`src/rtl/online_stream_driver.sv`:
```
// rtl/online_stream_driver.sv - multi-channel MSD-first signed-digit operand stream source
// Parallel operands are buffered per channel and serialised one 2-bit digit per valid/ready handshake.

module osd_fifo #(
    parameter int WIDTH = 32,
    parameter int DEPTH = 4
) (
    input  logic             clk,
    input  logic             rst_n,
    input  logic             push,
    input  logic [WIDTH-1:0] push_data,
    input  logic             pop,
    output logic [WIDTH-1:0] pop_data,
    output logic             empty,
    output logic             full
);
    localparam int PTR_W = $clog2(DEPTH);
    localparam int CNT_W = PTR_W + 1;

    logic [WIDTH-1:0] mem [DEPTH];
    logic [PTR_W-1:0] wr_ptr;
    logic [PTR_W-1:0] rd_ptr;
    logic [CNT_W-1:0] count;
    logic [CNT_W-1:0] count_n;
    logic             push_ok;
    logic             pop_ok;

    // A push to a full FIFO is dropped even when the same edge pops it.
    assign push_ok  = push & ~full;
    assign pop_ok   = pop & ~empty;
    assign empty    = (count == '0);
    assign pop_data = mem[rd_ptr];

    always_comb begin
        count_n = count;
        if (push_ok && !pop_ok) begin
            count_n = count + CNT_W'(1);
        end else if (!push_ok && pop_ok) begin
            count_n = count - CNT_W'(1);
        end
    end

    always_ff @(posedge clk or negedge rst_n) begin
        if (!rst_n) begin
            wr_ptr <= '0;
            rd_ptr <= '0;
            count  <= '0;
            full   <= 1'b0;
        end else begin
            if (push_ok) begin
                wr_ptr <= wr_ptr + PTR_W'(1);
            end
            if (pop_ok) begin
                rd_ptr <= rd_ptr + PTR_W'(1);
            end
            count <= count_n;
            full  <= (count_n == CNT_W'(DEPTH));
        end
    end

    always_ff @(posedge clk) begin
        if (push_ok) begin
            mem[wr_ptr] <= push_data;
        end
    end
endmodule

module osd_lfsr #(
    parameter logic [15:0] SEED  = 16'hACE1,
    parameter int          OUT_W = 8
) (
    input  logic             clk,
    input  logic             rst_n,
    output logic [OUT_W-1:0] tap
);
    logic [15:0] state;
    logic        fb;

    // Fibonacci form, taps 16,14,13,11: maximal length, so every nibble value recurs.
    assign fb  = state[15] ^ state[13] ^ state[12] ^ state[10];
    assign tap = state[OUT_W-1:0];

    always_ff @(posedge clk or negedge rst_n) begin
        if (!rst_n) begin
            state <= SEED;
        end else begin
            state <= {state[14:0], fb};
        end
    end
endmodule

module online_stream_driver #(
    parameter int          NUM_CH     = 2,
    parameter int          DIGITS     = 16,
    parameter int          FIFO_DEPTH = 4,
    parameter logic [15:0] LFSR_SEED  = 16'hACE1
) (
    input  logic                  clk,
    input  logic                  asyn_reset,
    input  logic                  op_wr_en,
    input  logic [1:0]            op_wr_ch,
    input  logic [2*DIGITS-1:0]   op_wr_data,
    output logic [NUM_CH-1:0]     op_full,
    input  logic [3:0]            stall_thresh,
    output logic [2*NUM_CH-1:0]   dig_data,
    output logic [NUM_CH-1:0]     dig_vld,
    input  logic [NUM_CH-1:0]     dig_rdy,
    output logic [NUM_CH-1:0]     dig_last,
    output logic [NUM_CH-1:0]     busy,
    output logic [NUM_CH-1:0]     enc_err
);
    localparam int               OP_W    = 2 * DIGITS;
    localparam int               IDX_W   = $clog2(DIGITS);
    localparam logic [IDX_W-1:0] IDX_MAX = IDX_W'(DIGITS - 1);

    typedef enum logic {
        IDLE = 1'b0,
        EMIT = 1'b1
    } state_t;

    logic [4*NUM_CH-1:0] lfsr_tap;

    osd_lfsr #(
        .SEED  (LFSR_SEED),
        .OUT_W (4 * NUM_CH)
    ) u_lfsr (
        .clk   (clk),
        .rst_n (asyn_reset),
        .tap   (lfsr_tap)
    );

    for (genvar c = 0; c < NUM_CH; c++) begin : g_ch
        state_t            state;
        logic [OP_W-1:0]   sr;
        logic [IDX_W-1:0]  idx;
        logic              vld;
        logic              last;
        logic              err;
        logic              push;
        logic              pop;
        logic              empty;
        logic              full;
        logic              stall;
        logic              can_load;
        logic              hs;
        logic [OP_W-1:0]   pop_data;

        assign push     = op_wr_en & (int'(op_wr_ch) == c);
        assign stall    = (lfsr_tap[4*c +: 4] < stall_thresh);
        assign can_load = ~empty & ~stall;
        assign hs       = vld & dig_rdy[c];
        // Stall only gates raising valid: a load from IDLE or the reload after the LSD.
        assign pop      = can_load & (~vld | (hs & (idx == '0)));

        osd_fifo #(
            .WIDTH (OP_W),
            .DEPTH (FIFO_DEPTH)
        ) u_fifo (
            .clk       (clk),
            .rst_n     (asyn_reset),
            .push      (push),
            .push_data (op_wr_data),
            .pop       (pop),
            .pop_data  (pop_data),
            .empty     (empty),
            .full      (full)
        );

        // The current digit always sits in the top two bits of the shift register.
        always_ff @(posedge clk or negedge asyn_reset) begin
            if (!asyn_reset) begin
                state <= IDLE;
                sr    <= '0;
                idx   <= '0;
                vld   <= 1'b0;
                last  <= 1'b0;
                err   <= 1'b0;
            end else begin
                if (vld && sr[OP_W-1 -: 2] == 2'b11) begin
                    err <= 1'b1;
                end
                case (state)
                    IDLE: begin
                        if (can_load) begin
                            sr    <= pop_data;
                            idx   <= IDX_MAX;
                            vld   <= 1'b1;
                            last  <= 1'b0;
                            state <= EMIT;
                        end
                    end
                    EMIT: begin
                        if (dig_rdy[c]) begin
                            if (idx != '0) begin
                                sr   <= {sr[OP_W-3:0], 2'b00};
                                idx  <= idx - IDX_W'(1);
                                last <= (idx == IDX_W'(1));
                            end else if (can_load) begin
                                sr   <= pop_data;
                                idx  <= IDX_MAX;
                                last <= 1'b0;
                            end else begin
                                sr    <= '0;
                                vld   <= 1'b0;
                                last  <= 1'b0;
                                state <= IDLE;
                            end
                        end
                    end
                    default: state <= IDLE;
                endcase
            end
        end

        assign dig_data[2*c +: 2] = sr[OP_W-1 -: 2];
        assign dig_vld[c]         = vld;
        assign dig_last[c]        = last;
        assign busy[c]            = vld | ~empty;
        assign enc_err[c]         = err;
        assign op_full[c]         = full;
    end
endmodule

```
`config.mk`:
```
export PLATFORM = sky130hd
export DESIGN_NAME = online_stream_driver
export DESIGN_NICKNAME = d
export VERILOG_FILES = /design/src/rtl/online_stream_driver.sv
export SDC_FILE = /design/constraint.sdc
export NUM_CORES = 1
export LEC_CHECK = 0
export CAP_MARGIN = 15
export CELL_PAD_IN_SITES_DETAIL_PLACEMENT = 2
export CELL_PAD_IN_SITES_GLOBAL_PLACEMENT = 2
export CORE_UTILIZATION = 30
export CTS_CLUSTER_DIAMETER = 80
export DETAILED_ROUTE_END_ITERATION = 12
export PLACE_DENSITY_LB_ADDON = 0.1
export SLEW_MARGIN = 5
export SYNTH_ARGS = -nofsm -noshare
export SYNTH_HDL_FRONTEND = slang
export SYNTH_SLANG_ARGS = --single-unit
```
`constraint.sdc`:
```
create_clock -name clk -period 4.34 [get_ports clk]
set_input_delay 0.868 -clock clk [delete_from_list [all_inputs] [get_ports clk]]
set_output_delay 0.868 -clock clk [all_outputs]
set_load 0.02 [all_outputs]
```
==> results by stage <==
Status:
- The flow ran to the end, and the final reports show no timing, DRC or antenna violations.

Timing:
- The final hold violation count is 0.
- On the final layout, the worst hold slack is 0.3550 ns.
- The aggregate negative setup slack is 0 ns.
- The final worst setup slack is 1.022 ns.
- The final clock period utilization by the worst path is 0.7645.
- The post-route minimum period is 3.318 ns.
- The pin slew with the least headroom to its limit is 0.9983 ns.
- Derived from the worst setup path, the maximum achievable clock frequency is 301.4 MHz.
- The number of slew-limit violations in the final report came to 0.
- The relative slew slack is 0.3345.
- For the final database, setup skew stands at 0.01296 ns.
- Setup repair after global routing left no endpoint under its margin.
- Setup violations remaining at the end of the flow were counted as 0.

Power and ir drop:
- For this design the ratio of total power to cell area is 614.2 nW/µm².
- The maximum ir drop on the vdd rail is 253.9 µV.
- In this run the static leakage power is 6.105 nW.
- The total power after layout is 10.94 mW.

Detailed routing:
- The pre-antenna-repair detailed-routing pass consisted of 4 iterations.
- After detailed routing, the number of vias per cell comes to 4.940.
- The initial DRC count is 598.
- The final routed wirelength across all metal layers is 37.54 mm.
- The count of antenna-violating nets left after detailed routing is 0.
- The detailed-route via count is 8295.
- The wire length per cell after detailed routing is 22.36 µm.
- In the routed design, unresolved DRC markers number 0.

Global route:
- The aggregate global-route resource usage is 0.1560.
- The number of global-route vias before repair was 9149.
- The number of antenna violations at the first check in global routing is 2.
- The wire length of the first global-routing pass is 58.79 mm.
- The leftover overflow at the end of global routing is 0.
- Entering global routing, the biggest net connects 77 pins.

Synthesis:
- Counting every instance in the synthesized netlist gives 919.
- The mean cell area of the mapped netlist is 16.32 µm².
- The fraction of the yosys area taken by sequential cells is 0.7003.
- Counting every net in the synthesized netlist gives 988.
- Synthesis instantiated 54 different standard cells from the library.
- The dominant register cell in the synthesized netlist is sky130_fd_sc_hd__edfxtp_1.
- The synthesized design contains 256 enable-type register cells.
- By area, the combinational part of the netlist is dominated by multiplexers.
- The number of warnings printed during yosys synthesis is 0.
- Of the total synthesized cell area, the portion taken by full adders, half adders and majority gates is 0.02370.
- The total of flip-flops plus latches after synthesis is 368.
- The share of flip-flops with an asynchronous set or reset is 0.3043.
- Of the total synthesized cell area, the portion taken by XOR and XNOR cells is 0.007593.
- The share of synthesized area spent on multiplexers is 0.09963.
- The compound-gate portion of the synthesized area is 0.09162.
- The netlist area before placement is 14990 µm².
- Of the total synthesized cell area, the portion taken by AND, OR, NAND and NOR gates is 0.04907.

Floorplanning:
- The top-level port count is 57.
- The height of the die is 225.6 µm.
- The die covers 50880 µm².
- The site row count is 81.
- The initial cell density of the core is 0.3051.
- The die width is 225.6 µm.
- The region available for standard cell placement spans 49150 µm².

Final layout:
- The count of nets after finishing is 1050.
- The library cells used most frequently in the layout, excluding fill and tap cells, are sky130_fd_sc_hd__edfxtp_1 (256), sky130_fd_sc_hd__dfrtp_1 (102), sky130_fd_sc_hd__mux4_2 (64).
- The number of cells in the finished layout apart from fillers is 1679.
- The commonest non-fill, non-tap cell in the layout is sky130_fd_sc_hd__edfxtp_1.
- Of the cells placed in the final design, the portion with a size suffix greater than 1 is 0.1834.
- The area growth from synthesis to layout is 18.81%.

Clocking:
- The clock tree from TritonCTS is built.
- After clock tree synthesis, the flow added hold-fix buffers numbering 0.
- The number of buffers added for setup after CTS is 0.
- In this run the deepest clock path goes through 3 buffers.
- The cell at the root of the clock tree is sky130_fd_sc_hd__clkbuf_16.
- The post-cts resize count is 0.
- Clock-pin slew was measured on the worst setup and hold paths at 0.06 ns.
- The number of clock buffers added by TritonCTS is 43.
- CTS built an H-tree with a depth of 2.
- At the later pin of the worst-skew pair, clock insertion delay measures 0.55 ns.
- The total number of clock tree sinks is 368.

Hold path:
- The class of the worst hold path is in2async.

Worst setup path:
- Along the worst path, the maximum fanout reaches 7.
- The required time reported for the critical path endpoint is 3.47 ns.
- The element type at the critical path end is a primary output.
- The critical path goes through inv_1 -> ha_1 -> nor2b_1 -> nand2b_1 -> clkdlybuf4s50_1.
- The critical path contains buffers and inverters numbering 2 combined.
- The kind of cell adding the most delay to the critical path is buffers and inverters.
- The critical path start-end classification is reg2out.
- The largest single stage delay on the critical path is 0.57 ns.
- The worst endpoint data arrival time is 2.45 ns.
- The worst setup path is launched from a flop.
- On the critical path, the stage with the largest delay is an instance of sky130_fd_sc_hd__clkdlybuf4s50_1.

Placed design:
- After legalization and detailed placement, the total HPWL measured 22.93 mm.
- The weighted congestion reported at the end of routability-driven placement is 0.6963.
- The total placed cells including tap cells is 1600.
- Before CTS, the worst setup slack after placement is 0.9881 ns.
- During placement, the flow inserted port buffers numbering 56.

Job:
- The tool flagged a number of max-cap violations equal to 0.
where the power goes:
group          total (mW)  switching (mW)  internal, mW  leakage, nW
registers            4.85           0.560          4.29         3.67
clock network        3.54            1.42          2.12        0.669
logic                2.55            1.32          1.23         1.76
state kept, by name, summed over array words and instances, names as in the netlist:
| signal | cells |
|---|---|
| g_ch.state | 2 |
| g_ch.u_fifo.wr_ptr | 4 |
| g_ch.u_fifo.rd_ptr | 4 |
| g_ch.err | 2 |
| g_ch.sr | 64 |
| g_ch.u_fifo.full | 2 |
| g_ch.u_fifo.count | 6 |
| g_ch.last | 2 |
| u_lfsr.state | 16 |
| g_ch.vld | 2 |
| g_ch.u_fifo.mem | 256 |
| g_ch.idx | 8 |
cells by family after synthesis:
logic type | Yosys count
adders and majority gates | 29
xor gates and xnor gates | 13
AOI/OAI and AO/OA | 206
and+or+nand+nor | 140
muxes | 69
buffers and inverters | 94
DFF | 368
layout make-up:
cell class	instances	area, µm²
sequential	368	10500
antenna	1	2.502
inverter	28	105.1
clock buffer	60	1170
fill	4817	31340
clock inverter	18	196.4
timing repair buffer	83	872.1
multi-input combinational	457	4135
tap	664	830.8
cells in the mapped netlist (all sizes together), types with 3 or more instances:
library cell    n  share of area
inv            28         0.0070
a21boi          3         0.0015
nand4           4         0.0017
a22oi          60          0.030
maj3            3         0.0020
mux2i           3         0.0020
nand2b          3         0.0013
nand2          20         0.0050
mux4           64          0.096
o21a            3         0.0015
or3             5         0.0021
a21oi          34          0.011
a31oi          31          0.013
nor2b          31          0.013
a2111oi         4         0.0057
dfrtp         104           0.17
nor2           37         0.0093
nor3b           3         0.0022
ha             26          0.022
a211oi          3         0.0015
clkbuf         34         0.0085
buf            32          0.013
nor3           10         0.0033
dfstp           8          0.014
o22ai           4         0.0017
a32oi           4         0.0023
and2            9         0.0038
nand3          12         0.0040
o21ai          49          0.016
edfxtp        256           0.51
xnor2          11         0.0064
stage by stage:
stage / util / cell area, µm²
2_1_floorplan: - / 14990
3_3_place_gp: 0.3346 / 16450
3_5_place_dp: 0.3346 / 16450
4_1_cts: 0.3624 / 17810
5_1_grt: 0.3624 / 17810
6_report: 0.3624 / 17810
worst paths after layout:
path,start,end,slack [ns],cells past startpoint
setup / recovery,g_ch[1].u_fifo.count[0],busy[1],1.02,5
hold / removal,asyn_reset,u_lfsr.state[14],0.36,1
setup reg to reg,g_ch[0].u_fifo.rd_ptr[0],g_ch[0].sr[11],1.93,4
hold reg to reg,u_lfsr.state[14],u_lfsr.state[15],0.36,0
max in group asynchronous,asyn_reset,g_ch[1].sr[3],3.10,2
min in group clk,u_lfsr.state[14],u_lfsr.state[15],0.36,0
metal layers:
metal | vias up | track usage | wire length (µm)
li1 | 3711 | - | -
met1 | 4404 | 0.2097 | 17100
met2 | 127 | 0.2579 | 18390
met3 | 53 | 0.02360 | 1324
met4 | 0 | 0.05135 | 732
met5 | - | 0 | 0
Note: power is estimated with default switching activity, not from simulation.
